**config.mk**
```make
export PLATFORM = sky130hd
export DESIGN_NAME = mem_access_unit
export DESIGN_NICKNAME = d
export VERILOG_FILES = /design/src/rtl/mem_access_unit.sv
export SDC_FILE = /design/constraint.sdc
export NUM_CORES = 1
export LEC_CHECK = 0
export ABC_AREA = 1
export BUFFER_PORTS_ARGS = -buffer_cell sky130_fd_sc_hd__buf_2
export CELL_PAD_IN_SITES_DETAIL_PLACEMENT = 0
export CELL_PAD_IN_SITES_GLOBAL_PLACEMENT = 1
export CORE_MARGIN = 5
export CORE_UTILIZATION = 41
export CTS_BUF_LIST = sky130_fd_sc_hd__clkbuf_8
export CTS_CLUSTER_DIAMETER = 30
export DETAILED_ROUTE_END_ITERATION = 10
export HOLD_SLACK_MARGIN = 0.03
export PLACE_DENSITY = 0.83
export RECOVER_POWER = 50
export SLEW_MARGIN = 20
export SYNTH_ARGS = -nofsm -noshare
export SYNTH_HDL_FRONTEND = slang
export SYNTH_SLANG_ARGS = --single-unit
```
**constraint.sdc**
```tcl
create_clock -name clk -period 1.8 [get_ports clk]
set_input_delay 0.18 -clock clk [delete_from_list [all_inputs] [get_ports clk]]
set_output_delay 0.18 -clock clk [all_outputs]
set_load 0.05 [all_outputs]
```
**src/rtl/mem_access_unit.sv**
```systemverilog
// Load/store sequencer between the execute stage and a word-organised data RAM.
// Sub-word stores are read-modify-write; word-spanning accesses split into two RAM accesses.
module mem_access_unit #(
  parameter int DEPTH_WORDS      = 128,
  parameter int IDX_W            = 7,
  parameter int ALLOW_MISALIGNED = 1
) (
  input  logic        clk,
  input  logic        rst,
  input  logic        req_valid,
  output logic        req_ready,
  input  logic        req_we,
  input  logic [1:0]  req_size,
  input  logic        req_signed,
  input  logic [31:0] req_addr,
  input  logic [31:0] req_wdata,
  output logic        resp_valid,
  input  logic        resp_ready,
  output logic [31:0] resp_rdata,
  output logic        resp_err,
  output logic [31:0] ram_addr,
  output logic [31:0] ram_wdata,
  output logic [1:0]  ram_write_flag,
  output logic [2:0]  ram_load_flag,
  input  logic [31:0] ram_rdata
);

  typedef enum logic [2:0] {IDLE, LD0, LD1, SRD0, SWR0, SRD1, SWR1, RESP} state_t;

  state_t            state;
  logic [IDX_W-1:0]  idx_q;
  logic [1:0]        off_q;
  logic [1:0]        size_q;
  logic              signed_q;
  logic              span_q;
  logic [7:0]        mask_q;
  logic [63:0]       wdata_q;
  logic [31:0]       buf0;

  logic [IDX_W-1:0]  in_idx;
  logic [1:0]        in_off;
  logic              in_span;
  logic              in_err;
  logic [7:0]        in_mask;
  logic [63:0]       in_wshift;
  logic [IDX_W-1:0]  next_idx;
  logic              unused_addr_bits;

  assign req_ready = rst && (state == IDLE);

  assign in_idx    = req_addr[IDX_W+1:2];
  assign in_off    = req_addr[1:0];
  assign in_span   = ((req_size == 2'b01) && (in_off == 2'd3)) ||
                     ((req_size == 2'b10) && (in_off != 2'd0));
  assign in_err    = (req_size == 2'b11) || (in_span && (ALLOW_MISALIGNED == 0));
  assign in_mask   = ((req_size == 2'b00) ? 8'h01 : (req_size == 2'b01) ? 8'h03 : 8'h0F) << in_off;
  assign in_wshift = {32'h0, req_wdata} << {in_off, 3'b000};
  assign next_idx  = (idx_q == IDX_W'(DEPTH_WORDS - 1)) ? '0 : idx_q + 1'b1;

  assign unused_addr_bits = ^req_addr[31:IDX_W+2];

  // Pull the addressed lanes out of the two-word window and extend to 32 bits.
  function automatic logic [31:0] extract(input logic [63:0] win, input logic [1:0] off,
                                          input logic [1:0] size, input logic sgn);
    logic [63:0] sh;
    logic [31:0] res;
    sh = win >> {off, 3'b000};
    case (size)
      2'b00:   res = {{24{sgn & sh[7]}}, sh[7:0]};
      2'b01:   res = {{16{sgn & sh[15]}}, sh[15:0]};
      default: res = sh[31:0];
    endcase
    return res;
  endfunction

  function automatic logic [31:0] merge_word(input logic [31:0] old, input logic hi,
                                             input logic [7:0] mask, input logic [63:0] win);
    logic [31:0] res;
    int          l;
    res = old;
    for (int i = 0; i < 4; i++) begin
      l = hi ? i + 4 : i;
      if (mask[l]) res[8*i +: 8] = win[8*l +: 8];
    end
    return res;
  endfunction

  // Sequencer: every RAM and response output is registered here; flags default to idle each cycle.
  always_ff @(posedge clk or negedge rst) begin
    if (!rst) begin
      state          <= IDLE;
      idx_q          <= '0;
      off_q          <= '0;
      size_q         <= '0;
      signed_q       <= 1'b0;
      span_q         <= 1'b0;
      mask_q         <= '0;
      wdata_q        <= '0;
      buf0           <= '0;
      resp_valid     <= 1'b0;
      resp_rdata     <= '0;
      resp_err       <= 1'b0;
      ram_addr       <= '0;
      ram_wdata      <= '0;
      ram_write_flag <= 2'b00;
      ram_load_flag  <= 3'b000;
    end else begin
      ram_write_flag <= 2'b00;
      ram_load_flag  <= 3'b000;
      case (state)
        IDLE: begin
          if (req_valid && req_ready) begin
            idx_q    <= in_idx;
            off_q    <= in_off;
            size_q   <= req_size;
            signed_q <= req_signed;
            span_q   <= in_span;
            mask_q   <= in_mask;
            wdata_q  <= in_wshift;
            if (in_err) begin
              state      <= RESP;
              resp_valid <= 1'b1;
              resp_err   <= 1'b1;
              resp_rdata <= '0;
            end else if (!req_we) begin
              state         <= LD0;
              ram_load_flag <= 3'b001;
              ram_addr      <= 32'(in_idx);
            end else if ((req_size == 2'b10) && (in_off == 2'd0)) begin
              state          <= SWR0;
              ram_write_flag <= 2'b01;
              ram_addr       <= 32'(in_idx);
              ram_wdata      <= req_wdata;
            end else begin
              state         <= SRD0;
              ram_load_flag <= 3'b001;
              ram_addr      <= 32'(in_idx);
            end
          end
        end
        LD0: begin
          buf0 <= ram_rdata;
          if (span_q) begin
            state         <= LD1;
            ram_load_flag <= 3'b001;
            ram_addr      <= 32'(next_idx);
          end else begin
            state      <= RESP;
            resp_valid <= 1'b1;
            resp_err   <= 1'b0;
            resp_rdata <= extract({32'h0, ram_rdata}, off_q, size_q, signed_q);
          end
        end
        LD1: begin
          state      <= RESP;
          resp_valid <= 1'b1;
          resp_err   <= 1'b0;
          resp_rdata <= extract({ram_rdata, buf0}, off_q, size_q, signed_q);
        end
        SRD0: begin
          state          <= SWR0;
          ram_write_flag <= 2'b01;
          ram_wdata      <= merge_word(ram_rdata, 1'b0, mask_q, wdata_q);
        end
        SWR0: begin
          if (span_q) begin
            state         <= SRD1;
            ram_load_flag <= 3'b001;
            ram_addr      <= 32'(next_idx);
          end else begin
            state      <= RESP;
            resp_valid <= 1'b1;
            resp_err   <= 1'b0;
            resp_rdata <= '0;
          end
        end
        SRD1: begin
          state          <= SWR1;
          ram_write_flag <= 2'b01;
          ram_wdata      <= merge_word(ram_rdata, 1'b1, mask_q, wdata_q);
        end
        SWR1: begin
          state      <= RESP;
          resp_valid <= 1'b1;
          resp_err   <= 1'b0;
          resp_rdata <= '0;
        end
        RESP: begin
          if (resp_ready) begin
            state      <= IDLE;
            resp_valid <= 1'b0;
            resp_rdata <= '0;
            resp_err   <= 1'b0;
          end
        end
        default: state <= IDLE;
      endcase
    end
  end

endmodule

```
# == Word level (Yosys, flattened, before mapping) ==
# Cells that the tools add are included.
# totals
regBits,223
in_bits,104
out_inout_bits,104
elab_cells,126
# op_classes
add_sub_neg,1
eq_ne,23
n_shift,4
muxes,54
n_bitwise,4
n_reduce_logical,24
# ops
operator,count
$mux 32,12
$pmux 32 s2,3
$pmux 32 s6,1
$pmux 32 s3,1
$mux 8,8
$shl 32x5->64,1
$shr 64x5->32,1
$shr 32x5->32,1
$pmux 3 s7,1
$mux 3,6
$mux 1,14
$ne 2x2->1 const B,7
$eq 3x3->1 const B,4
$reduce_and 5->1,2
$mux 4,2
$pmux 1 s4,2
$shl 4x2->8,1
$add 7x1->7 const B,1
$eq 7x7->1 const B,1
$mux 7,1
$eq 2x2->1 const B,3
$eq 3x2->1 const B,2
$logic_not 2->1,3
$ne 2x1->1 const B,3
other kinds (16),29

# == Longest topological paths before layout ==
# Gate-level depths: netlist of run 1.
# logic_depth
depth_word,7
mapped_depth,12
depth_no_buf,10

# == Least setup slack after synthesis of run 1 ==
# OpenSTA, ideal clock, no wires.
# synth_path
path_kind,register to register
startpoint,reg state[0]
endpoint,reg resp_rdata[0]
setup_time_ns,0.118
t_arrival_ns,1.903
required_ns,1.682
slack_ns,-0.220
path_stages_with_launch,11
n_path_buf,2
synth_period_minus_slack_ns,2.020
path_cell_list,dfrtp_1 -> buf_6 -> nor2_4 -> nand2_2 -> nor2_2 -> nand2_1 -> nand2_1 -> nand3_2 -> buf_2 -> nand2_1 -> nand2_1
# synth_between
elab_chain_cells,5
word_cells_on_any_way,16
classes_between,eq/ne: 10; mux: 1; reduce/logical: 5
# synth_lines
element,line_no,text
from (decl),30,state_t state;
from (signal assigned),91,state <= IDLE;
from (signal assigned),121,state <= RESP;
from (signal assigned),126,state <= LD0;
$logic_not 3->1,49,assign req_ready = rst && (state == IDLE);
$logic_and 1x1->1,49,
named net req_ready,11,"output logic req_ready,"
$logic_and 1x1->1,112,if (req_valid && req_ready) begin
$ne 2x1->1 (no line),-,
$reduce_and 6->1 (no line),-,
to (signal assigned),151,"resp_rdata <= extract({32'h0, ram_rdata}, off_q, size_q, signed_q);"
to (signal assigned),158,"resp_rdata <= extract({ram_rdata, buf0}, off_q, size_q, signed_q);"
to (decl),19,"output logic [31:0] resp_rdata,"
# The timed path passes the listed nets, and every way through them passes these cells.
# A chain may end at the register's enable or synchronous reset.

# == Final worst setup path of run 1 ==
# layout_path
startpoint,reg state[0]
endpoint,reg resp_err
# layout_between
elab_chain_cells,5
word_cells_on_any_way,17
classes_between,eq/ne: 9; mux: 1; reduce/logical: 7
# layout_lines
element,line_no,text
$logic_not 3->1,"49, 110",
$logic_and 1x1->1,49,
$logic_and 1x1->1,112,
$ne 2x1->1 (no line),-,
$reduce_and 5->1 (no line),-,
to (signal assigned),102,resp_err <= 1'b0;
to (signal assigned),123,resp_err <= 1'b1;
to (signal assigned),150,resp_err <= 1'b0;
to (decl),20,"output logic resp_err,"
# Several ways; a longest one is shown, not always the timed one.

==> summary.md, run 1 <==
| Metric | Value |
|---|---|
| Distinct cells, synth | 36 |
| Slowest cell on the critical path | dfrtp_2 |
| CTS tree | built |
| Tmin final | 1.81 ns |
| Initial Utilization | 41.6% |
| Total Die Area | 30700 um2 |
| Largest cells by area after synthesis | dfrtp_1 (42%), nand2_1 (26%), o21ai_0 (8.9%) |
| Final TNS setup | -0.0181 ns |
| Final Skew | 0.0177 ns |
| Synth Register Bits | 186 |
| Mapped Avg Cell Area | 6.76 um2 |
| PortBufs | 156 |
| Critical path's top delay family | buffers and inverters |
| Placed cells | 2108 |
| Core ar. | 26900 um2 |
| Fill cells | 2830 |
| GRT Total Usage | 24.6% |
| IO Count | 208 |
| First-pass GRT wire length | 60.2 mm |
| Setup WS post-layout | -0.00915 ns |
| Vias in the first global route | 10700 |
| Hold WC Path Type | primary input to register |
| CP startpoint kind | register |
| Iteration count of the initial detailed-routing pass | 6 |
| Status | finished, violations left |
| Slowest cell delay on critical path | 0.46 ns |
| DRC Markers | 0 |
| Peak supply drop | 697 uV |
| Grt ovf | 0 |
| Final setup viols | 2 |
| Gpl congestion | 0.881 |
| Layout area overhead | 19.7% |
| Yosys top cell by area | dfrtp_1 |
| Critical path arrival | 2.18 ns |
| Synth Warn # | 0 |
| Max Cap Viol | 0 |
| Tcrit/Tclk final | 101% |
| Pleak | 0.00706 uW |
| Critical Path RT | 2.17 ns |
| R2r setup slk | -0.009 ns |
| WS Path Type | register to register |
| CP Capture Type | register |
| Detailed-route wire length | 39.7 mm |
| Vias post-DR | 11600 |
| HPWL Detailed | 27.5 mm |
| Fin cells | 2183 |
| Post-Syn Area | 11200 um2 |
| Proportion of layout cells with a drive suffix above 1 | 15.2% |
| Initial antenna violation count | 0 |
| Commonest non-fill, non-tap cell in the layout | nand2_1 |
| Sequential element share of the synthesized area | 41.6% |
| Final hold viol count | 0 |
| Fin util | 49.8% |
| Row count | 60 |
| CP max FO | 18 |
| # H-tree levels | 4 |
| Worst slack, placed | 0.0555 ns |
| Iter 0 DRT Violations | 997 |
| Worst-path cell chain | buf_6, nand3_4, nand2_4, inv_2, nor2_2, nor2_2, buf_4, nand3_4, clkbuf_16, nand2_1, o21ai_0 |
| Bufs and invs on worst path | 4 |
| Post-route ant nets | 0 |
| Cells after Synth | 1655 |
| Fin nets | 1933 |
| Max clock buf depth | 2 |
| Slew @ Worst Pin | 1.16 ns |
| Clock buffer count from CTS | 17 |
| Sink Count | 186 |
| Pin count of the biggest net entering global routing | 122 |
| Post-DR wirelength/cell | 18.2 um |
| Max-slew headroom | 22.7% |
| Worst skew pair latency | 0.49 ns |
| RSZ-0062 raised after global routing | true |
| Max Fclk | 553 MHz |
| Most frequent cells in the layout | nand2_1 (760), o21ai_0 (195), dfrtp_1 (182) |
| Reg clk slew, reported paths | 0.12 ns |
| Failing checks | setup timing |
| Vias/cell | 5.30 |
| Pwr/cell area | 1850 nW/um2 |
| Die height | 175 um |
| Die X-Extent | 175 um |
| Root buf cell | clkbuf_8 |
| Slew Limit Fails | 0 |
| Top-area cell type share of the netlist area | 41.6% |
[kinds of logic after synthesis]
kind of cell / after synthesis / share of synthesized area [%]
compound gates: 280 / 13.3
xor+xnor: 4 / 0.313
simple gates: 969 / 35.4
mux: 5 / 0.447
buf+inv: 209 / 8.81
other cells: 1 / 0.0335
fa+ha+maj: 1 / 0.112
flops: 186 / 41.6
[worst paths after layout]
kind | cells after the start | endpoint | startpoint
max | 11 | resp_err | state[0]
min | 5 | ram_wdata[9] | req_wdata[9]
max reg2reg | 11 | resp_err | state[0]
min reg2reg | 2 | ram_addr[0] | ram_addr[0]
max in group asynchronous | 3 | state[2] | rst
min in group asynchronous | 3 | buf0[15] | rst
[state kept, by name (all words and copies together), names as in the netlist]
signal / flops
resp_rdata: 32
ram_write_flag: 1
ram_load_flag: 1
span_q: 1
mask_q: 7
resp_valid: 1
wdata_q: 56
signed_q: 1
buf0: 32
idx_q: 7
size_q: 2
ram_wdata: 32
state: 3
off_q: 2
resp_err: 1
ram_addr: 7
[power breakdown]
| part | internal (uW) | switching (uW) |
|---|---|---|
| Sequential | 5950 | 1270 |
| Combinational | 4860 | 9790 |
| Clock | 1070 | 1880 |
| Total | 11900 | 12900 |
[timing repair]
action / in CTS / in global routing
setup endpoints to repair: 1 / 58
gates cloned: 0 / 8
resized for setup: 1 / 22
pin swaps: 0 / 6
endpoints found under the hold margin: 211 / 2
hold buffers: 25 / 2
setup buffers: 0 / 7
[synthesized netlist by cell type (all sizes together)]
cell    count
a21oi      47
a31o        1
a31oi       1
a41oi       1
buf        84
clkbuf     49
clkinv      1
conb        1
dfrtp     186
ha          1
inv        75
mux2i       5
nand2     768
nand3     174
nand4       1
nor2       24
nor3        2
o211ai      7
o21ai     200
o221ai      1
o22ai      12
o31ai      10
xnor2       2
xor2        2
[final cells by class]
class                           count  area, um2  area share [%]
Antenna cell                        1       2.50          0.0187
Timing Repair Buffer              260       1900            14.2
Clock buffer                       17        234            1.75
Clock inverter                     15        179            1.34
Tap cell                          341        427            3.19
Multi-Input combinational cell   1287       5700            42.6
Inverter                           76        294            2.20
Sequential cell                   186       4660            34.8
[through the flow]
step,hold WS (ns),total power [uW],area (um2)
after floorplan,-0.116,16600,11300
after global placement,0.385,20300,12400
after detailed placement,0.391,20400,12400
after CTS,0.0302,23400,13100
after global routing,0.0403,26600,13400
final,0.0361,24800,13400
[worst min-delay path: stages]
cell     delay (ns)
buf_2          0.10
nand2_1        0.05
nand3_1        0.06
nand2_1        0.05
nand2_1        0.05
[per-layer routing]
metal	share of wire (%)	vias to the layer above	wire (um)	GRT usage [%]
li1	-	5628	-	-
met1	44	5466	17300	33.8
met2	48	438	18900	40.8
met3	6.8	48	2710	3.83
met4	1.8	0	712	6.38
met5	0	-	0	0
No activity file was read; power rests on OpenSTA's default activity.
==> run 2, diff against run 1 <==
--- a/config.mk
+++ b/config.mk
@@ -9,6 +9,7 @@
 export BUFFER_PORTS_ARGS = -buffer_cell sky130_fd_sc_hd__buf_2
 export CELL_PAD_IN_SITES_DETAIL_PLACEMENT = 0
 export CELL_PAD_IN_SITES_GLOBAL_PLACEMENT = 1
+export CORE_ASPECT_RATIO = 1.25
 export CORE_MARGIN = 5
 export CORE_UTILIZATION = 41
 export CTS_BUF_LIST = sky130_fd_sc_hd__clkbuf_8
==> run 2 against run 1 <==
First-iteration DRC count is 4.6% higher. Core utilization is 0.74 points lower. The run now ends clean. Sequential power rose by 2%. Largest power group unchanged. Die area about the same. Clock power decreased by 6%. Design area down 1.4%. Critical path depth shrank 7. Non-clock buffer count is 14 lower. Via count shrank 1.9%. Flip-flop and latch count unchanged. Register-to-register slack improved by 0.09 ns. Combinational power shrank 5%. Largest cell class unchanged.
==> summary.md, run 2 (synthesis gave the netlist of run 1 again) <==
| Metric | Value |
|---|---|
| Max clock buf depth | 2 (unchanged) |
| Top sig layer | met4 |
| RSZ-0062 raised after global routing | true |
| PortBufs | 156 (unchanged) |
| DRC Markers | 0 (unchanged) |
| Die height | 195 um (+11%) |
| Crit path top cell by count | nor2_4 |
| Initial antenna violation count | 1 (+1) |
| Pleak | 0.00695 uW (-1.6%) |
| R2r setup slk | 0.08 ns (+0.09 ns) |
| Fin util | 49.1% (-0.74 points) |
| Post-DR wirelength/cell | 17.6 um (-2.9%) |
| CP Capture Type | primary output |
| Number of flip-flops in the largest register | 56 (unchanged) |
| Fill cells | 2871 (+1.4%) |
| Vias post-DR | 11400 (-1.9%) |
| WS Path Type | register to primary output |
| Initial Utilization | 41.6% (-0.052 points) |
| Final instance area | 13200 um2 (-1.4%) |
| Reg clk slew, reported paths | 0.10 ns (-0.02 ns) |
| Final hold viol count | 0 (unchanged) |
| Vias/cell | 5.23 (-1.4%) |
| R2R Path Start | state[0] |
| Total Power | 23900 uW (-3.5%) |
| GRT Total Usage | 24.4% (-0.24 points) |
| # H-tree levels | 4 (unchanged) |
| Pwr/cell area | 1810 nW/um2 (-2.2%) |
| CTS tree | built |
| Final Skew | 0.0220 ns (+0.00425 ns) |
| Tcrit/Tclk final | 96.1% (-4.4 points) |
| Critical path arrival | 1.55 ns (-0.63 ns) |
| Detailed-route wire length | 38.3 mm (-3.4%) |
| Critical path's top delay family | flip-flops |
| Total Die Area | 30700 um2 (about the same) |
| First-pass GRT wire length | 58.9 mm (-2.2%) |
| Root buf cell | clkbuf_8 |
| Iteration count of the initial detailed-routing pass | 5 (-1) |
| Pin count of the biggest net entering global routing | 140 (+15%) |
| Slowest cell delay on critical path | 0.48 ns (+0.02 ns) |
| Fin nets | 1919 (-0.72%) |
| Slew @ Worst Pin | 0.793 ns (-0.367 ns) |
| Max Fclk | 578 MHz (+4.6%) |
| Proportion of layout cells with a drive suffix above 1 | 14.2% (-1.0 points) |
| Max-slew headroom | 47.1% (+24 points) |
| Peak supply drop | 727 uV (+4.3%) |
| Status | finished, final reports clean |
| Max Cap Viol | 0 (unchanged) |
| Grt ovf | 0 (unchanged) |
| Hold Path Sink | ram_wdata[18] |
| CP startpoint kind | register |
| Slew Limit Fails | 0 (unchanged) |
| Worst Hold Depth | 3 (-2) |
| Worst r2r dst | resp_rdata[9] |
| Bufs and invs on worst path | 1 (-3) |
| Reg2reg path depth | 11 (unchanged) |
| Iter 0 DRT Violations | 1043 (+4.6%) |
| Core ar. | 26900 um2 (+0.13%) |
| Worst-path cell chain | nor2_4, nand2_4, nor2_4, buf_4 |
| Row count | 67 (+12%) |
| Largest Register | wdata_q |
| Sink Count | 186 (unchanged) |
| Detail Route met3 WL | 2.74 mm (+1.0%) |
| Post-route ant nets | 0 (unchanged) |
| Slowest cell on the critical path | dfrtp_2 |
| Final TNS setup | 0 ns (+0.0181 ns) |
| Final setup viols | 0 (-2) |
| Clock buffer count from CTS | 17 (unchanged) |
| CP max FO | 6 (-12) |
| Die X-Extent | 158 um (-10%) |
| Layout area overhead | 18.1% |
| Worst skew pair latency | 0.49 ns (about the same) |
| Commonest non-fill, non-tap cell in the layout | nand2_1 |
| Hold Path Origin | req_wdata[18] |
| Post-DP Area | 12500 um2 (about the same) |
| Gpl congestion | 0.893 (+1.3%) |
| IO Count | 208 (unchanged) |
| Vias in the first global route | 10400 (-3.0%) |
| Tmin final | 1.73 ns (-0.0797 ns) |
| Met1 wire length | 15.7 mm (-9.0%) |
| Routed length on met2 | 18.6 mm (-1.7%) |
| Hold WC Path Type | primary input to register |
| Antenna fix cells | 0 (-1) |
| HPWL Detailed | 27.2 mm (-1.1%) |
| Most frequent cells in the layout | nand2_1 (763), o21ai_0 (198), dfrtp_1 (182) |
| Critical Path RT | 1.62 ns (-0.55 ns) |
-- run 2: cell count changes in the layout (fill, tap and decap cells not counted), sizes merged --
cell,previous run,this run
buf,202,190
inv,81,79
clkinvlp,1,3
clkinv,9,6
diode,1,0
bufinv,0,1
clkbuf,48,47
-- run 2: final cells by class --
class | instances | area [um2] | share of cell area (%)
Tap cell | 345 | 432 | 3.27
Inverter | 76 | 292 | 2.21
Clock buffer | 18 | 248 | 1.88
Multi-Input combinational cell | 1287 | 5680 | 43.0
Clock inverter | 13 | 121 | 0.919
Sequential cell | 186 | 4660 | 35.3
Timing Repair Buffer | 246 | 1770 | 13.4
-- run 2: per-layer routing --
layer / up-vias / track usage (%)
met2: 431 / 39.5
met3: 58 / 4.32
met5: - / 0
li1: 5594 / -
met1: 5277 / 32.6
met4: 0 / 8.61
-- run 2: worst max-delay path by stage --
stage          startpoint        endpoint  slack [ns]  cells after the start
6_report         state[0]       req_ready        0.07                      4
5_1_grt          state[0]  resp_rdata[13]       -0.03                     12
4_1_cts          state[0]       req_ready       0.006                      4
3_3_place_gp     state[0]   ram_wdata[27]        0.09                      8
2_1_floorplan    state[0]   resp_rdata[0]        0.01                     10
3_5_place_dp     state[0]   ram_wdata[27]        0.02                      8
-- run 2: worst register-to-register path: cells and delay by family (launching register included) --
kind / cells / cell delay [ns]
DFF: 1 / 0.48
and+or+nand+nor: 9 / 0.89
buffers and inverters: 2 / 0.30
-- run 2: through the flow --
| stage | cells | hold slack [ns] | worst slack [ns] |
|---|---|---|---|
| floorplan | 1682 | -0.116 | 0.0127 |
| global placement | 2106 | -0.000682 | 0.0879 |
| detailed placement | 2106 | -0.00216 | 0.0242 |
| CTS | 2164 | 0.0320 | 0.00590 |
| global route | 2171 | 0.0333 | -0.0259 |
| finish | 2171 | 0.0548 | 0.0705 |
-- run 2: power by group --
part	switching, uW	total, uW	internal [uW]
logic	9330	13800	4440
clock network	1630	2770	1140
registers	1450	7390	5950
-- run 2: what timing repair did --
item	CTS	global route
buffers inserted	0	4
endpoints found under the hold margin	213	0
cloned	0	3
setup endpoints to repair	1	43
hold buffers	27	0
pin swaps	0	5
gates resized for setup	2	14
==> run 3, diff against run 2 <==
==> constraint.sdc (replaced) <==
create_clock -name clk -period 1.8 [get_ports clk]
set_input_delay 0 -clock clk [delete_from_list [all_inputs] [get_ports clk]]
set_output_delay 0 -clock clk [all_outputs]
set_load 0.05 [all_outputs]
==> run 3 against run 2 <==
Count of clock-buffer cells in the layout did not move. Highest routed layer unchanged. Clock skew decreased by 0.0051 ns. Combinational power about the same. Maximum frequency decreased by 1.1%. Die area is the same.
==> summary.md, run 3 (synthesis gave the netlist of run 1 again) <==
| Metric | Value |
|---|---|
| Iter 0 DRT Violations | 930 (-11%) |
| Fin nets | 1982 (+3.3%) |
| Pleak | 0.00705 uW (+1.5%) |
| Vias/cell | 5.20 (-0.54%) |
| Most frequent cells in the layout | nand2_1 (763), o21ai_0 (198), dfrtp_1 (182) |
| Number of flip-flops in the largest register | 56 (unchanged) |
| Slew @ Worst Pin | 0.924 ns (+0.131 ns) |
| Row count | 67 (unchanged) |
| Worst skew pair latency | 0.47 ns (-0.02 ns) |
| Worst r2r dst | ram_wdata[6] |
| Peak supply drop | 889 uV (+22%) |
| Critical path arrival | 2.09 ns (+0.54 ns) |
| CP Capture Type | register |
| Detailed-route wire length | 39.4 mm (+2.8%) |
| PortBufs | 156 (unchanged) |
| Status | finished, final reports clean |
| Total Power | 24400 uW (+1.9%) |
| Placed cells | 2110 (+0.19%) |
| Max Fclk | 572 MHz (-1.1%) |
| Final Skew | 0.0168 ns (-0.00512 ns) |
| Pwr/cell area | 1770 nW/um2 (-2.5%) |
| CP max FO | 16 (+10) |
| Gpl congestion | 0.882 (-1.2%) |
| Hold WC Path Type | primary input to register |
| Post-DP Area | 12500 um2 (+0.24%) |
| Final hold viol count | 0 (unchanged) |
| Total Die Area | 30700 um2 (unchanged) |
| # H-tree levels | 4 (unchanged) |
| Max clock buf depth | 2 (unchanged) |
| Clock buffer count from CTS | 17 (unchanged) |
| Critical Path RT | 2.15 ns (+0.53 ns) |
| Fin cells | 2233 (+2.9%) |
| CP startpoint kind | register |
| WS Path Type | register to register |
| Top sig layer | met4 |
| Core ar. | 26900 um2 (unchanged) |
| Hold Path Sink | idx_q[5] |
| Tmin final | 1.75 ns (+0.0195 ns) |
| HPWL Detailed | 27.7 mm (+2.0%) |
| Root buf cell | clkbuf_8 |
| R2R Path Start | state[0] |
| Slew Limit Fails | 0 (unchanged) |
| Post-DR wirelength/cell | 17.6 um (about the same) |
| GRT Total Usage | 25.1% (+0.68 points) |
| Vias in the first global route | 11100 (+6.9%) |
| Antenna fix cells | 0 (unchanged) |
| Commonest non-fill, non-tap cell in the layout | nand2_1 |
| Post-route ant nets | 0 (unchanged) |
| RSZ-0062 raised after global routing | true |
| Pin count of the biggest net entering global routing | 103 (-26%) |
| Detail Route met3 WL | 2.25 mm (-18%) |
| Worst Hold Depth | 6 (+3) |
| Proportion of layout cells with a drive suffix above 1 | 11.5% (-2.7 points) |
| First-pass GRT wire length | 61.0 mm (+3.7%) |
| Max-slew headroom | 38.4% (-8.7 points) |
| Grt ovf | 0 (unchanged) |
| Iteration count of the initial detailed-routing pass | 6 (+1) |
| Reg2reg path depth | 8 (-3) |
| IO Count | 208 (unchanged) |
| Die X-Extent | 158 um (unchanged) |
| R2r setup slk | 0.05 ns (-0.03 ns) |
| Vias post-DR | 11600 (+2.3%) |
| Reg clk slew, reported paths | 0.09 ns (about the same) |
| DRC Markers | 0 (unchanged) |
| Hold Path Origin | req_valid |
| Layout area overhead | 23.4% |
| Final setup viols | 0 (unchanged) |
| CTS tree | built |
| Final instance area | 13800 um2 (+4.5%) |
| Initial antenna violation count | 0 (-1) |
| Met1 wire length | 16.7 mm (+6.3%) |
| Sink Count | 186 (unchanged) |
| Fin util | 51.3% (+2.2 points) |
| Largest Register | wdata_q |
| Tcrit/Tclk final | 97.2% (+1.1 points) |
| Routed length on met2 | 19.0 mm (+2.2%) |
| Die height | 195 um (unchanged) |
| Max Cap Viol | 0 (unchanged) |
| Initial Utilization | 41.6% (unchanged) |
run 3: cell count changes in the layout (fill, tap and decap cells not counted), moves of 2 or more:
cell	change
clkbuf_1	+48
clkinv_4	-3
dlygate4sd3_1	+57
buf_2	-46
buf_4	+2
bufinv_16	+2
run 3: power breakdown:
group          leakage, uW  internal, uW  switching [uW]
Clock             0.000200          1390            1550
Sequential         0.00239          5950            1480
Combinational      0.00446          4550            9470
run 3: worst max-delay path by stage:
stage / startpoint / to / slack [ns] / cells past startpoint
after floorplan: state[0] / resp_rdata[0] / 0.01 / 10
after global placement: state[0] / ram_wdata[28] / 0.11 / 9
after detailed placement: state[1] / ram_wdata[27] / 0.05 / 8
after CTS: state[2] / state[1] / 0.03 / 6
after global routing: state[0] / resp_rdata[23] / -0.04 / 11
final: state[0] / ram_wdata[6] / 0.05 / 8
run 3: cell type report:
class                           instances  area [um2]
Fill cell                            2757       13100
Clock buffer                           18         248
Clock inverter                         12         151
Sequential cell                       186        4660
Tap cell                              345         432
Multi-Input combinational cell       1287        5680
Inverter                               76         294
Timing Repair Buffer                  309        2350
run 3: worst max-delay path, stage by stage, from the launching register on:
cell and delay, ns:
dfrtp_2 0.42, buf_4 0.15, nand2_1 0.09, nor2_4 0.17, nor2_4 0.08, buf_4 0.16
clkbuf_16 0.18, a21oi_1 0.26, o21ai_0 0.13
run 3: timing repair:
item / in CTS / in global routing
gates resized for setup: 0 / 17
hold buffers: 85 / 0
setup buffers: 0 / 5
endpoints found under the hold margin: 184 / 0
endpoints found under the setup margin: 0 / 63
run 3: through the flow:
| step | hold WS (ns) | TNS [ns] | worst slack [ns] |
|---|---|---|---|
| floorplan | -0.296 | 0 | 0.0127 |
| global placement | 0.143 | 0 | 0.110 |
| detailed placement | 0.138 | 0 | 0.0515 |
| CTS | 0.0370 | 0 | 0.0294 |
| global route | 0.0722 | -0.747 | -0.0394 |
| finish | 0.0627 | 0 | 0.0510 |
run 3: layer usage:
layer / global-route usage (%) / vias up
li1: - / 5720
met1: 33.3 / 5433
met2: 41.1 / 404
met3: 3.74 / 64
met4: 9.44 / 0
met5: 0 / -
